$ cat config.mk
export PLATFORM = sky130hd
export DESIGN_NAME = ddr_cmd_scheduler_flat
export DESIGN_NICKNAME = d
export VERILOG_FILES = /design/src/rtl/ddr_cmd_scheduler_if.sv /design/src/rtl/ddr_cmd_scheduler.sv /design/src/flat_wrapper.sv
export SDC_FILE = /design/constraint.sdc
export NUM_CORES = 1
export LEC_CHECK = 0
export BUFFER_PORTS_ARGS = -buffer_cell sky130_fd_sc_hd__buf_2
export CORE_ASPECT_RATIO = 0.9
export CORE_MARGIN = 3
export CORE_UTILIZATION = 54
export CTS_CLUSTER_DIAMETER = 30
export DETAILED_ROUTE_END_ITERATION = 6
export PLACE_DENSITY_LB_ADDON = 0.12
export SYNTH_ARGS = -nofsm -noshare
export SYNTH_HDL_FRONTEND = slang
export SYNTH_SLANG_ARGS = --single-unit
$ cat constraint.sdc
create_clock -name clk_t -period 4 [get_ports clk_t]
set_input_delay 0.2 -clock clk_t [delete_from_list [all_inputs] [get_ports clk_t]]
set_output_delay 0.2 -clock clk_t [all_outputs]
set_load 0.05 [all_outputs]
$ cat src/rtl/ddr_cmd_scheduler_if.sv
// rtl/ddr_cmd_scheduler_if.sv - host request/response bundle for the DDR command scheduler
interface ddr_cmd_scheduler_if;
    logic        req_valid;
    logic        req_ready;
    logic        req_we;
    logic [8:0]  req_addr;
    logic        req_burst;
    logic [2:0]  req_blen;
    logic [15:0] req_wdata;
    logic        wbeat_ack;
    logic        rsp_valid;
    logic [15:0] rsp_rdata;
    logic        ref_busy;

    modport master (
        output req_valid, req_we, req_addr, req_burst, req_blen, req_wdata,
        input  req_ready, wbeat_ack, rsp_valid, rsp_rdata, ref_busy
    );

    modport slave (
        input  req_valid, req_we, req_addr, req_burst, req_blen, req_wdata,
        output req_ready, wbeat_ack, rsp_valid, rsp_rdata, ref_busy
    );
endinterface

$ cat src/rtl/ddr_cmd_scheduler.sv
// rtl/ddr_cmd_scheduler.sv - open-row tracking DDR command scheduler with periodic refresh
module ddr_cmd_scheduler #(
    parameter int OPEN_PAGE    = 1,
    parameter int T_RCD        = 2,
    parameter int T_RP         = 2,
    parameter int T_RFC        = 5,
    parameter int REF_INTERVAL = 64,
    parameter int READ_LAT     = 1
) (
    input  logic        clk_t,
    input  logic        reset_n,
    ddr_cmd_scheduler_if.slave host,
    output logic        act,
    output logic        cs,
    output logic        rwb,
    output logic        auto_pre,
    output logic        bank_grp,
    output logic [1:0]  bank_no,
    output logic [2:0]  row_address,
    output logic [2:0]  col_address,
    output logic        burst_mode,
    output logic [2:0]  burst_len,
    output logic [15:0] datain,
    input  logic [15:0] dataout
);
    localparam int CW = 8;
    localparam int RW = $clog2(REF_INTERVAL + 1);

    typedef enum logic [2:0] {S_IDLE, S_PRE, S_ACT, S_CMD, S_REF} state_t;

    state_t               state_q, state_d;
    logic [CW-1:0]        cnt_q, cnt_d;
    logic                 open_valid_q, open_valid_d;
    logic [5:0]           open_row_q, open_row_d;
    logic                 pend_q, pend_d;
    logic                 we_q, we_d;
    logic [8:0]           addr_q, addr_d;
    logic                 burst_q, burst_d;
    logic [2:0]           blen_q, blen_d;
    logic [RW-1:0]        ref_cnt_q, ref_cnt_d;
    logic [READ_LAT-1:0]  rd_pipe_q, rd_pipe_d;
    logic                 rsp_valid_q, rsp_valid_d;
    logic [15:0]          rsp_rdata_q, rsp_rdata_d;
    logic                 up_q;

    logic                 ref_pending;
    logic [CW-1:0]        nbeats;

    assign ref_pending = (ref_cnt_q == RW'(REF_INTERVAL));
    // A burst of length zero still moves one beat.
    assign nbeats = !burst_q ? CW'(1) : ((blen_q == 3'd0) ? CW'(1) : CW'(blen_q));

    // Next-state logic: refresh beats new requests, a latched request always completes.
    always_comb begin
        state_d      = state_q;
        cnt_d        = cnt_q + CW'(1);
        open_valid_d = open_valid_q;
        open_row_d   = open_row_q;
        pend_d       = pend_q;
        we_d         = we_q;
        addr_d       = addr_q;
        burst_d      = burst_q;
        blen_d       = blen_q;
        ref_cnt_d    = ref_pending ? ref_cnt_q : ref_cnt_q + RW'(1);
        case (state_q)
            S_IDLE: begin
                cnt_d = '0;
                if (ref_pending) begin
                    state_d = open_valid_q ? S_PRE : S_REF;
                end else if (up_q && host.req_valid) begin
                    pend_d  = 1'b1;
                    we_d    = host.req_we;
                    addr_d  = host.req_addr;
                    burst_d = host.req_burst;
                    blen_d  = host.req_blen;
                    if (open_valid_q && host.req_addr[8:3] == open_row_q)
                        state_d = S_CMD;
                    else if (open_valid_q)
                        state_d = S_PRE;
                    else
                        state_d = S_ACT;
                end
            end
            S_PRE: begin
                if (cnt_q == CW'(T_RP - 1)) begin
                    cnt_d        = '0;
                    open_valid_d = 1'b0;
                    state_d      = pend_q ? S_ACT : S_REF;
                end
            end
            S_ACT: begin
                if (cnt_q == CW'(T_RCD - 1)) begin
                    cnt_d        = '0;
                    open_valid_d = 1'b1;
                    open_row_d   = addr_q[8:3];
                    state_d      = S_CMD;
                end
            end
            S_CMD: begin
                if (cnt_q == nbeats - CW'(1)) begin
                    cnt_d   = '0;
                    pend_d  = 1'b0;
                    state_d = S_IDLE;
                    if (OPEN_PAGE == 0) open_valid_d = 1'b0;
                end
            end
            S_REF: begin
                if (cnt_q == CW'(T_RFC - 1)) begin
                    cnt_d     = '0;
                    ref_cnt_d = '0;
                    state_d   = S_IDLE;
                end
            end
            default: state_d = S_IDLE;
        endcase
    end

    // Read-return pipe: each read beat surfaces READ_LAT cycles later, then is registered.
    always_comb begin
        rd_pipe_d    = '0;
        rd_pipe_d[0] = (state_q == S_CMD) && !we_q;
        for (int i = 1; i < READ_LAT; i++) rd_pipe_d[i] = rd_pipe_q[i-1];
        rsp_valid_d = rd_pipe_q[READ_LAT-1];
        rsp_rdata_d = rd_pipe_q[READ_LAT-1] ? dataout : 16'h0;
    end

    // RAM pin and host handshake outputs decoded from the current state.
    always_comb begin
        act            = 1'b0;
        cs             = 1'b0;
        rwb            = 1'b0;
        auto_pre       = 1'b0;
        {bank_grp, bank_no, row_address} = 6'd0;
        col_address    = 3'd0;
        burst_mode     = 1'b0;
        burst_len      = 3'd0;
        datain         = 16'h0;
        host.wbeat_ack = 1'b0;
        host.ref_busy  = 1'b0;
        host.req_ready = 1'b0;
        case (state_q)
            S_IDLE: begin
                host.req_ready = up_q && !ref_pending;
                if (OPEN_PAGE != 0 && open_valid_q) begin
                    act = 1'b1;
                    {bank_grp, bank_no, row_address} = open_row_q;
                end
            end
            S_PRE: begin
                act      = 1'b1;
                auto_pre = 1'b1;
                {bank_grp, bank_no, row_address} = open_row_q;
            end
            S_ACT: begin
                act = 1'b1;
                {bank_grp, bank_no, row_address} = addr_q[8:3];
            end
            S_CMD: begin
                act         = 1'b1;
                cs          = 1'b1;
                rwb         = we_q;
                auto_pre    = (OPEN_PAGE == 0);
                {bank_grp, bank_no, row_address} = addr_q[8:3];
                col_address = addr_q[2:0];
                burst_mode  = burst_q;
                burst_len   = blen_q;
                if (we_q) begin
                    datain         = host.req_wdata;
                    host.wbeat_ack = 1'b1;
                end
            end
            S_REF: host.ref_busy = 1'b1;
            default: ;
        endcase
    end

    assign host.rsp_valid = rsp_valid_q;
    assign host.rsp_rdata = rsp_rdata_q;

    // State registers; up_q holds off acceptance for the first cycle out of reset.
    always_ff @(posedge clk_t or negedge reset_n) begin
        if (!reset_n) begin
            state_q      <= S_IDLE;
            cnt_q        <= '0;
            open_valid_q <= 1'b0;
            open_row_q   <= '0;
            pend_q       <= 1'b0;
            we_q         <= 1'b0;
            addr_q       <= '0;
            burst_q      <= 1'b0;
            blen_q       <= '0;
            ref_cnt_q    <= '0;
            rd_pipe_q    <= '0;
            rsp_valid_q  <= 1'b0;
            rsp_rdata_q  <= '0;
            up_q         <= 1'b0;
        end else begin
            state_q      <= state_d;
            cnt_q        <= cnt_d;
            open_valid_q <= open_valid_d;
            open_row_q   <= open_row_d;
            pend_q       <= pend_d;
            we_q         <= we_d;
            addr_q       <= addr_d;
            burst_q      <= burst_d;
            blen_q       <= blen_d;
            ref_cnt_q    <= ref_cnt_d;
            rd_pipe_q    <= rd_pipe_d;
            rsp_valid_q  <= rsp_valid_d;
            rsp_rdata_q  <= rsp_rdata_d;
            up_q         <= 1'b1;
        end
    end
endmodule

$ cat src/flat_wrapper.sv
// flat-port wrapper written by rule: the top's interface ports become plain ports
module ddr_cmd_scheduler_flat 
#(
    parameter int OPEN_PAGE    = 1,
    parameter int T_RCD        = 2,
    parameter int T_RP         = 2,
    parameter int T_RFC        = 5,
    parameter int REF_INTERVAL = 64,
    parameter int READ_LAT     = 1
)
  (clk_t, reset_n, act, cs, rwb, auto_pre, bank_grp, bank_no, row_address, col_address, burst_mode, burst_len, datain, dataout, host_req_valid, host_req_we, host_req_addr, host_req_burst, host_req_blen, host_req_wdata, host_req_ready, host_wbeat_ack, host_rsp_valid, host_rsp_rdata, host_ref_busy);
  ddr_cmd_scheduler_if host_i ();
  input  logic clk_t;
  input  logic reset_n;
  output logic act;
  output logic cs;
  output logic rwb;
  output logic auto_pre;
  output logic bank_grp;
  output logic [1:0] bank_no;
  output logic [2:0] row_address;
  output logic [2:0] col_address;
  output logic burst_mode;
  output logic [2:0] burst_len;
  output logic [15:0] datain;
  input  logic [15:0] dataout;
  input wire logic [$bits(host_i.req_valid)-1:0] host_req_valid;
  input wire logic [$bits(host_i.req_we)-1:0] host_req_we;
  input wire logic [$bits(host_i.req_addr)-1:0] host_req_addr;
  input wire logic [$bits(host_i.req_burst)-1:0] host_req_burst;
  input wire logic [$bits(host_i.req_blen)-1:0] host_req_blen;
  input wire logic [$bits(host_i.req_wdata)-1:0] host_req_wdata;
  output wire logic [$bits(host_i.req_ready)-1:0] host_req_ready;
  output wire logic [$bits(host_i.wbeat_ack)-1:0] host_wbeat_ack;
  output wire logic [$bits(host_i.rsp_valid)-1:0] host_rsp_valid;
  output wire logic [$bits(host_i.rsp_rdata)-1:0] host_rsp_rdata;
  output wire logic [$bits(host_i.ref_busy)-1:0] host_ref_busy;
  assign host_i.req_valid = host_req_valid;
  assign host_i.req_we = host_req_we;
  assign host_i.req_addr = host_req_addr;
  assign host_i.req_burst = host_req_burst;
  assign host_i.req_blen = host_req_blen;
  assign host_i.req_wdata = host_req_wdata;
  assign host_req_ready = host_i.req_ready;
  assign host_wbeat_ack = host_i.wbeat_ack;
  assign host_rsp_valid = host_i.rsp_valid;
  assign host_rsp_rdata = host_i.rsp_rdata;
  assign host_ref_busy = host_i.ref_busy;
  ddr_cmd_scheduler #(.OPEN_PAGE(OPEN_PAGE), .T_RCD(T_RCD), .T_RP(T_RP), .T_RFC(T_RFC), .REF_INTERVAL(REF_INTERVAL), .READ_LAT(READ_LAT)) u_core (.clk_t(clk_t), .reset_n(reset_n), .host(host_i), .act(act), .cs(cs), .rwb(rwb), .auto_pre(auto_pre), .bank_grp(bank_grp), .bank_no(bank_no), .row_address(row_address), .col_address(col_address), .burst_mode(burst_mode), .burst_len(burst_len), .datain(datain), .dataout(dataout));
endmodule
==> results of run 1 <==
[critical path: stages, from the launching register on]
cell and delay, ns:
dfrtp_1 0.62, nor2_2 0.32, nand2_4 0.10, nor3_4 0.75, mux2_2 0.42
[cell families after synthesis]
kind of cell	Yosys count	share of synthesized area (%)
muxes	20	9.18
AOI/OAI and AO/OA	32	6.73
buffers and inverters	19	3.22
adders and majority gates	7	2.86
xor gates and xnor gates	22	6.28
and+or+nand+nor	116	23.5
other	1	0.122
DFF	59	48.1
[path summary, 6_finish.rpt]
kind                                   startpoint                       end  cells after the start
min in group clk_t                     dataout[1]  u_core.host.rsp_rdata[1]                      2
worst max register to register  u_core.state_q[1]          u_core.addr_q[8]                      4
worst min-delay path                      reset_n       u_core.ref_cnt_q[5]                      2
worst max-delay path            u_core.state_q[1]          u_core.addr_q[8]                      4
worst min register to register   u_core.addr_q[0]          u_core.addr_q[0]                      1
max in group asynchronous                 reset_n            u_core.burst_q                      2
[cell usage in the layout, fill, tap and decap left out, drive strengths merged]
| cell | Yosys | routed |
|---|---|---|
| nand3 | 10 | 10 |
| o31ai | 1 | 1 |
| a2bb2oi | 1 | 1 |
| xor2 | 14 | 14 |
| dfrtp | 59 | 59 |
| ha | 7 | 7 |
| o211ai | 2 | 2 |
| conb | 1 | 1 |
| o221ai | 1 | 1 |
| and3 | 20 | 20 |
| nor2 | 21 | 21 |
| xnor2 | 8 | 8 |
| o21a | 2 | 2 |
| clkbuf | 4 | 14 |
| nand2 | 14 | 14 |
| inv | 6 | 6 |
| a21boi | 3 | 3 |
| nor3b | 9 | 9 |
| nor2b | 1 | 1 |
| nand2b | 1 | 1 |
| buf | 9 | 103 |
| and2 | 25 | 25 |
| nor4 | 1 | 1 |
| nor4b | 1 | 1 |
| o21ai | 2 | 2 |
| clkinv | 0 | 2 |
| a21oi | 18 | 18 |
| o22ai | 1 | 1 |
| or3 | 2 | 2 |
| or2 | 2 | 2 |
| nand3b | 1 | 1 |
| mux2 | 20 | 20 |
| nor3 | 7 | 7 |
| nand4b | 1 | 1 |
| o41ai | 1 | 1 |
[sequential cells by signal, summed over array words and instances (netlist names)]
name	flops
u_core.host.rsp_rdata	16
u_core.addr_q	9
u_core.cnt_q	8
u_core.ref_cnt_q	7
u_core.open_row_q	6
u_core.blen_q	3
u_core.state_q	3
u_core.burst_q	1
u_core.host.rsp_valid	1
u_core.open_valid_q	1
u_core.pend_q	1
u_core.rd_pipe_q	1
u_core.up_q	1
u_core.we_q	1
[metal layers]
| layer | up-vias | track usage, % | part of all wire (%) |
|---|---|---|---|
| met5 | - | 0 | 0 |
| li1 | 1144 | - | - |
| met1 | 1072 | 26.5 | 44 |
| met3 | 6 | 9.77 | 7.8 |
| met2 | 64 | 32.8 | 47 |
| met4 | 0 | 7.28 | 0.93 |
[metrics by stage]
stage / power (µW) / utilization (%) / worst slack (ns) / hold slack [ns]
after floorplan: 2520 / - / 1.68 / -0.0956
after global placement: 2850 / 66.8 / 1.73 / 0.392
after detailed placement: 2900 / 66.8 / 1.67 / 0.399
after CTS: 3390 / 70.0 / 1.66 / 0.0243
after global routing: 3600 / 70.0 / 1.51 / 0.0514
final: 3360 / 70.0 / 1.66 / -0.00884
[report_power, final]
part | internal [µW] | switching [µW]
sequential | 819 | 282
combinational | 621 | 1160
clock | 257 | 219
[final cells by class]
type	count	area, µm²	share of cell area, %
Tap cell	67	83.8	2.23
Clock inverter	2	10.0	0.266
Timing Repair Buffer	103	520	13.8
Inverter	6	22.5	0.598
Sequential cell	59	1480	39.2
Multi-Input combinational cell	198	1490	39.6
Clock buffer	14	163	4.32
==> flow_summary_export.csv, run 1 <==
group,metric,value,unit
outcome,status,"finished, violations left",
outcome,violations,"negative hold slack",
setup_path,crit_required,4.21,ns
die,ios,102,
synth,synth_top_area_cell,"dfrtp_1",
pwr,ir_worst_vdd,503,µV
synth,synthTopCellsByCount,"dfrtp_1 (59), and2_1 (25), and3_1 (20), nor2_1 (20), a21oi_1 (18)",
setup_path,worst-path-max-fanout,24,
synth,synth_edf_count,0,
cts,path_clk_slew,0.06,ns
timing,setup_viol,0,
place,dp.cells,433,
timing,post-route-min-period,2.34,ns
grt,grt_overflow,0,
cts,clk_latency,0.34,ns
grt,grt_max_degree,60,
layout,finish.instance_area,3770,µm²
synth,synthTopCellsByArea,"dfrtp_1 (48%), mux2_4 (7.3%), and2_1 (5.1%)",
synth,yosysMostFrequentCell,"dfrtp_1",
setup_path,rrSetupSlack,1.66,ns
cts,cts.sinks,59,
pwr,p_per_area,892,nW/µm²
synth,synth_cell_type_count,45,
worst_hold_path,hold_class,"input port to async pin",
setup_path,end_kind,"flip-flop",
die,core-area,5380,µm²
synth,synthCells,276,
timing,hold_violations,5,
setup_path,path_class,"flip-flop to flip-flop",
synth,synth_top_area_share,48.1,%
timing,max_freq,0.428,GHz
grt,first_global_vias,2320,
flow_run,cap_violations,0,
synth,ys_warn_count,0,
timing,post-route-period-util,58.4,%
grt,grt_pass1_wl,11.0,mm
timing,grt_setup_unrepaired,"no",
setup_path,cp.arrival,2.55,ns
drt,ant_nets,0,
timing,finalSetupTns,0,ns
layout,fillers,434,
drt,drt_wl_total,6.57,mm
die,start_util,57.0,%
drt,dr_total_vias,2286,
synth,synth-seq-cells,59,
drt,vias_per_cell,5.09,
synth,avgSynthCellArea,11.1,µm²
timing,final_max_slew_viol_count,0,
grt,grt_usage,21.3,%
synth,synth_seq_area_share,48.1,%
synth,synth_ff_type,"dfrtp_1",
timing,clock_skew,0.00639,ns
cts,cts_resized,0,
synth,syn_area,3070,µm²
timing,relSlewSlack,39.4,%
timing,hold_slack,-0.00884,ns
die,die_w,85.4,µm
drt,drtIter0Drc,124,
place,dpl.hpwl,4.70,mm
grt,antenna_found_initial,0,
drt,detail_route.first_pass.iterations,4,
drt,routedWlPerCell,14.6,µm
cts,post_cts_buffers,0,
die,die_area,6620,µm²
die,num_rows,25,
layout,fin_nets,433,
setup_path,start_kind,"flip-flop",
cts,cts_buffers,9,
cts,hold_buffers,0,
cts,cts_tree,"built",
drt,drc,0,
layout,drive_above_1_share,38.5,%
timing,worst_slew_pin_slew,0.907,ns
synth,syn-num-nets,332,
die,fp.dieH,77.5,µm
pwr,power.leakage,0.00204,µW
synth,synthArstFlopShare,100,%
layout,antenna_cells,0,
cts,max-clock-path-buffers,2,
cts,cts-root-buf,"clkbuf_8",
place,io_buffers,101,
place,dpl_cell_area,3590,µm²
place,place_congestion,0.778,
cts,htree_levels,3,
layout,syn_to_final_growth,22.8,%
layout,final_cell_count_no_fill,449,
No activity file was read; power rests on OpenSTA's default activity.
==> run 2, diff against run 1 <==
- ABC_AREA: unset -> 1
- CORE_UTILIZATION: 54 -> 46
- clock period: 4 -> 1.97 ns (I/O delays scaled with it)
==> flow_summary_export.csv, run 2 <==
group,metric,value,unit
worst_hold_path,hold_depth,3,
setup_path,worst-path-max-fanout,5,
synth,avgSynthCellArea,7.53,µm²
grt,first_global_vias,3145,
drt,vias_per_cell,4.77,
timing,hold_violations,0,
synth,yosysMostFrequentCell,"nand2_1",
setup_path,crit_top_cell,"buf_4",
layout,fillers,530,
setup_path,critical-path-max-stage-delay,0.43,ns
cts,clk_latency,0.34,ns
timing,clock_skew,0.00890,ns
flow_run,cap_violations,0,
synth,synthArstFlopShare,100,%
setup_path,start_kind,"flip-flop",
drt,routedWlPerCell,13.0,µm
synth,synth_seq_area_share,45.6,%
layout,layout_commonest_cell,"nand2_1",
place,dpl.hpwl,5.85,mm
drt,drtIter0Drc,154,
setup_path,crit_required,1.87,ns
worst_hold_path,hold_class,"input port to flip-flop",
timing,setup_ws,0.0538,ns
synth,synth-seq-cells,59,
setup_path,worstRegToRegCells,14,
layout,largest_reg_flops,16,
drt,drt_wl_total,8.72,mm
layout,fin_util,70.0,%
setup_path,cpMaxStageDelayCell,"dfrtp_2",
pwr,p_per_area,1570,nW/µm²
layout,drive_above_1_share,37.5,%
die,die_area,8090,µm²
timing,grt_setup_unrepaired,"yes",
layout,multi_input_area,1540,µm²
timing,post-route-period-util,97.3,%
setup_path,crit_path_start,"u_core.state_q[2]",
place,pre_cts_ws,-0.0858,ns
cts,path_clk_slew,0.06,ns
timing,max_freq,0.522,GHz
drt,detail_route.first_pass.iterations,4,
cts,max-clock-path-buffers,2,
synth,synth_top_area_share,45.6,%
cts,cts_tree,"built",
die,die_w,94.5,µm
timing,post-route-min-period,1.92,ns
layout,final_cell_mix,"nand2_1 (108), inv_1 (72), buf_2 (71), dfrtp_1 (56), nor2_1 (41)",
place,io_buffers,101,
drt,drc,0,
cts,cts_buffers,9,
layout,antenna_cells,0,
setup_path,r2r_start,"u_core.burst_q",
setup_path,crit_path_cell_trace,"inv_2 > nand2_1 > nor2_4 > clkinvlp_4 > buf_4 > nor2_1 > buf_4",
timing,relSlewSlack,57.5,%
place,dpl_cell_area,3900,µm²
synth,synth_top_area_cell,"dfrtp_1",
cts,cts.sinks,59,
layout,finish.instance_area,4680,µm²
cts,cts-root-buf,"clkbuf_8",
synth,synthTopCellsByArea,"dfrtp_1 (46%), nand2_1 (14%), inv_1 (8.7%)",
layout,syn_to_final_growth,44.5,%
outcome,status,"finished clean",
place,place_congestion,0.850,
synth,ys_warn_count,0,
setup_path,end_kind,"primary output",
die,num_rows,28,
pwr,power.leakage,0.00262,µW
setup_path,cp.arrival,1.82,ns
layout,regArea,1480,µm²
grt,grt_max_degree,38,
timing,final_max_slew_viol_count,0,
setup_path,path_class,"flip-flop to primary output",
synth,syn_area,3240,µm²
drt,ant_nets,0,
synth,synth_ff_type,"dfrtp_1",
timing,worst_slew_pin_slew,0.637,ns
setup_path,rrSetupSlack,0.08,ns
synth,syn-num-nets,486,
grt,grt_usage,22.4,%
setup_path,cp.buffers_inverters,4,
grt,grt_overflow,0,
die,fp.dieH,85.6,µm
synth,synth_cell_type_count,30,
die,ios,102,
worst_hold_path,hold_end,"u_core.we_q",
grt,antenna_found_initial,0,
worst_hold_path,hold_start,"host_req_we",
setup_path,r2r-end,"u_core.cnt_q[0]",
layout,fin_nets,632,
timing,setup_viol,0,
die,core-area,6690,µm²
die,start_util,48.4,%
drt,dr_total_vias,3189,
setup_path,path_delay_family,"buffers and inverters",
synth,synthCells,430,
synth,synthTopCellsByCount,"nand2_1 (119), inv_1 (75), dfrtp_1 (59), nor2_1 (56), nand3_1 (27)",
timing,finalSetupTns,0,ns
cts,htree_levels,3,
pwr,ir_worst_vdd,850,µV
synth,synth_edf_count,0,
grt,grt_pass1_wl,14.3,mm
run 2: cells by family (layout without fill, tap and decap cells):
group,after synthesis,in the layout,synth area share [%]
AO/OA/AOI/OAI,40,40,8.81
AND/OR/NAND/NOR,224,224,29.3
buffers and inverters,92,241,11.6
XOR/XNOR,7,7,1.89
flip-flops,59,59,45.6
adder cells (fa/ha/maj),7,7,2.70
other,1,1,0.116
run 2: routing by layer:
metal / global-route usage (%) / up-vias / part of all wire, %
met5: 0 / - / 0
met4: 9.04 / 0 / 2.0
met3: 4.21 / 17 / 4.6
met2: 36.9 / 86 / 50
met1: 29.1 / 1485 / 43
li1: - / 1601 / -
run 2: worst reg2reg max path, cell delays in order, from the launching register on:
cell and delay [ns]:
dfrtp_1 0.42, nand2_2 0.09, nand2_2 0.07, nand2_2 0.07
inv_2 0.05, ha_4 0.16, ha_4 0.27, nand2_2 0.05
nand2_2 0.07, nand3_2 0.08, nor2_4 0.11, nand2_4 0.09
buf_6 0.13, nand3_1 0.06, nand4_1 0.07
run 2: area by class of cell:
| class | instances | share of cell area (%) |
|---|---|---|
| clock buffer | 11 | 3.02 |
| clock inverter | 3 | 0.855 |
| inverter | 80 | 6.49 |
| multi-input combinational | 279 | 32.9 |
| sequential | 59 | 31.6 |
| tap | 90 | 2.41 |
| timing repair buffer | 146 | 22.5 |
| timing repair inverter | 1 | 0.160 |
run 2: stage by stage:
stage          cells  hold slack, ns  power [µW]
6_report         669         0.00957        7370
5_1_grt          669          0.0199        7900
4_1_cts          667         0.00235        6880
3_5_place_dp     622           0.105        5460
3_3_place_gp     622           0.113        5380
2_1_floorplan    430          -0.197        4540
run 2: how the worst max path moves through the flow:
stage | endpoint | cells after the start
3_3_place_gp | u_core.cnt_q[0] | 15
5_1_grt | u_core.cnt_q[6] | 15
3_5_place_dp | u_core.cnt_q[1] | 15
6_report | datain[11] | 7
2_1_floorplan | bank_grp | 5
4_1_cts | host_wbeat_ack | 7
run 2: report_power, final:
group          leakage (µW)  switching (µW)  internal (µW)
clock network     0.0000950             458            600
logic               0.00177            2780           1550
registers          0.000755             384           1600
run 2: repair_timing:
action                                  in CTS  in global routing
buffers inserted                            11                  3
gates cloned                                 1                  0
endpoints found under the setup margin      30                 43
pin swaps                                    9                 13
hold endpoints to repair                    40                  0
hold buffers                                19                  0
gates resized for setup                     16                 94
==> run 3, diff against run 2 <==
- CORE_UTILIZATION: 46 -> 30
==> flow_summary_export.csv, run 3 (synthesis results as in run 2) <==
group,metric,value,unit
outcome,status,"finished clean",
cts,max-clock-path-buffers,2,
die,fp.dieH,105,µm
pwr,p_per_area,1630,nW/µm²
die,core-area,10400,µm²
layout,drive_above_1_share,36.4,%
setup_path,cp.arrival,1.79,ns
timing,post-route-period-util,95.7,%
cts,htree_levels,3,
pwr,total_power,7770,µW
pwr,seq_power_share,25.3,%
grt,grt_overflow,0,
timing,finalSetupTns,0,ns
drt,dr_total_vias,3180,
die,start_util,31.2,%
place,dpl.hpwl,6.72,mm
setup_path,crit_required,1.87,ns
layout,fin_nets,631,
pwr,switchingPower,3700,µW
cts,path_clk_slew,0.05,ns
pwr,swShare,47.6,%
die,ios,102,
setup_path,start_kind,"flip-flop",
die,num_rows,35,
layout,antenna_cells,0,
grt,antenna_found_initial,1,
place,pre_cts_ws,-0.0969,ns
drt,routedWlPerCell,13.1,µm
cts,cts-root-buf,"clkbuf_16",
pwr,ir_worst_vdd,486,µV
layout,layout_commonest_cell,"nand2_1",
timing,setup_viol,0,
cts,cts.sinks,59,
layout,syn_to_final_growth,47.4,%
die,die_area,12100,µm²
drt,drtIter0Drc,151,
setup_path,worst-path-max-fanout,6,
drt,ant_nets,0,
layout,largest_reg_flops,16,
die,die_w,116,µm
cts,cts_tree,"built",
grt,grt_max_degree,22,
setup_path,path_class,"flip-flop to primary output",
place,place_congestion,0.901,
place,io_buffers,101,
timing,post-route-min-period,1.89,ns
timing,max_freq,0.530,GHz
setup_path,end_kind,"primary output",
pwr,clock_power_share,20.2,%
worst_hold_path,hold_depth,3,
flow_run,cap_violations,0,
drt,drc,0,
timing,hold_slack,0.0139,ns
timing,relSlewSlack,58.1,%
worst_hold_path,hold_class,"input port to flip-flop",
cts,clk_latency,0.33,ns
setup_path,worstRegToRegCells,14,
grt,first_global_vias,3263,
timing,hold_violations,0,
timing,clock_skew,0.00567,ns
pwr,power.leakage,0.00265,µW
timing,worst_slew_pin_slew,0.629,ns
drt,vias_per_cell,4.49,
timing,setup_ws,0.0847,ns
cts,cts_buffers,9,
grt,grt_pass1_wl,15.2,mm
drt,detail_route.first_pass.iterations,4,
grt,grt_usage,15.8,%
pwr,combPwrFrac,54.4,%
timing,final_max_slew_viol_count,0,
pwr,internal_power,4080,µW
drt,drt_wl_total,9.26,mm
layout,final_cell_mix,"nand2_1 (107), buf_2 (75), inv_1 (71), dfrtp_1 (57), nor2_1 (49)",
-- run 3: changes by cell type in the layout (fill, tap and decap cells not counted), moves of 2 or more --
cell           delta
nand3_2           -2
buf_4             +3
dlygate4sd3_1     -2
clkbuf_16         +9
clkinv_2          -2
nor2_2            -7
nand3_1           +2
clkbuf_8         -10
buf_2             +4
nor2_1            +8
buf_6             -7
clkinvlp_4        +5
-- run 3: power by group through the flow --
stage          sequential [µW]  combinational (µW)  clock (µW)
2_1_floorplan             2030                2510           0
3_3_place_gp              1980                3480           0
3_5_place_dp              1990                3520           0
4_1_cts                   1960                3930        1610
5_1_grt                   2030                4610        1660
6_report                  1970                4230        1570
-- run 3: metrics by stage --
stage	utilization (%)	cells	cell area, µm²
after floorplan	-	430	3240
after global placement	38.2	662	3960
after detailed placement	38.2	662	3960
after CTS	44.5	708	4620
after global routing	46.0	709	4780
final	46.0	709	4780
-- run 3: worst max-delay path, cell delays in order (launching register included) --
cell and delay (ns):
dfrtp_2 0.42, inv_2 0.10, nand2_1 0.10, nor2_4 0.20, buf_12 0.14, clkinvlp_4 0.13
nor2_1 0.11, buf_2 0.27
-- run 3: final cells by class --
class	instances	area (µm²)
fill	1050	5600
multi-input combinational	279	1500
sequential	59	1480
timing repair buffer	144	1010
inverter	80	304
clock buffer	9	225
tap	129	161
clock inverter	7	77.6
timing repair inverter	2	15.0
-- run 3: path summary, 6_finish.rpt --
check	from	end	slack (ns)
worst max-delay path	u_core.state_q[2]	datain[4]	0.08
worst min-delay path	host_req_blen[1]	u_core.blen_q[1]	0.01
worst max register to register	u_core.burst_q	u_core.cnt_q[2]	0.09
worst min register to register	u_core.addr_q[6]	u_core.addr_q[6]	0.48
max in group asynchronous	reset_n	u_core.ref_cnt_q[1]	1.04
min in group asynchronous	reset_n	u_core.cnt_q[7]	0.27
-- run 3: layer usage --
layer | part of all wire (%) | routed length (µm) | vias to the layer above | track usage [%]
met2 | 48 | 4450 | 93 | 25.7
li1 | - | - | 1606 | -
met3 | 7.4 | 686 | 12 | 5.27
met5 | 0.14 | 13 | - | 0
met1 | 43 | 4030 | 1467 | 20.2
met4 | 0.92 | 85 | 2 | 4.27
-- run 3: what timing repair did --
action                                  CTS  global route
gates cloned                              1             1
hold buffers                             17             0
pin swaps                                 8            13
gates resized for setup                  29            52
endpoints found under the setup margin   31            38
endpoints found under the hold margin    35             0
setup buffers                            12             3
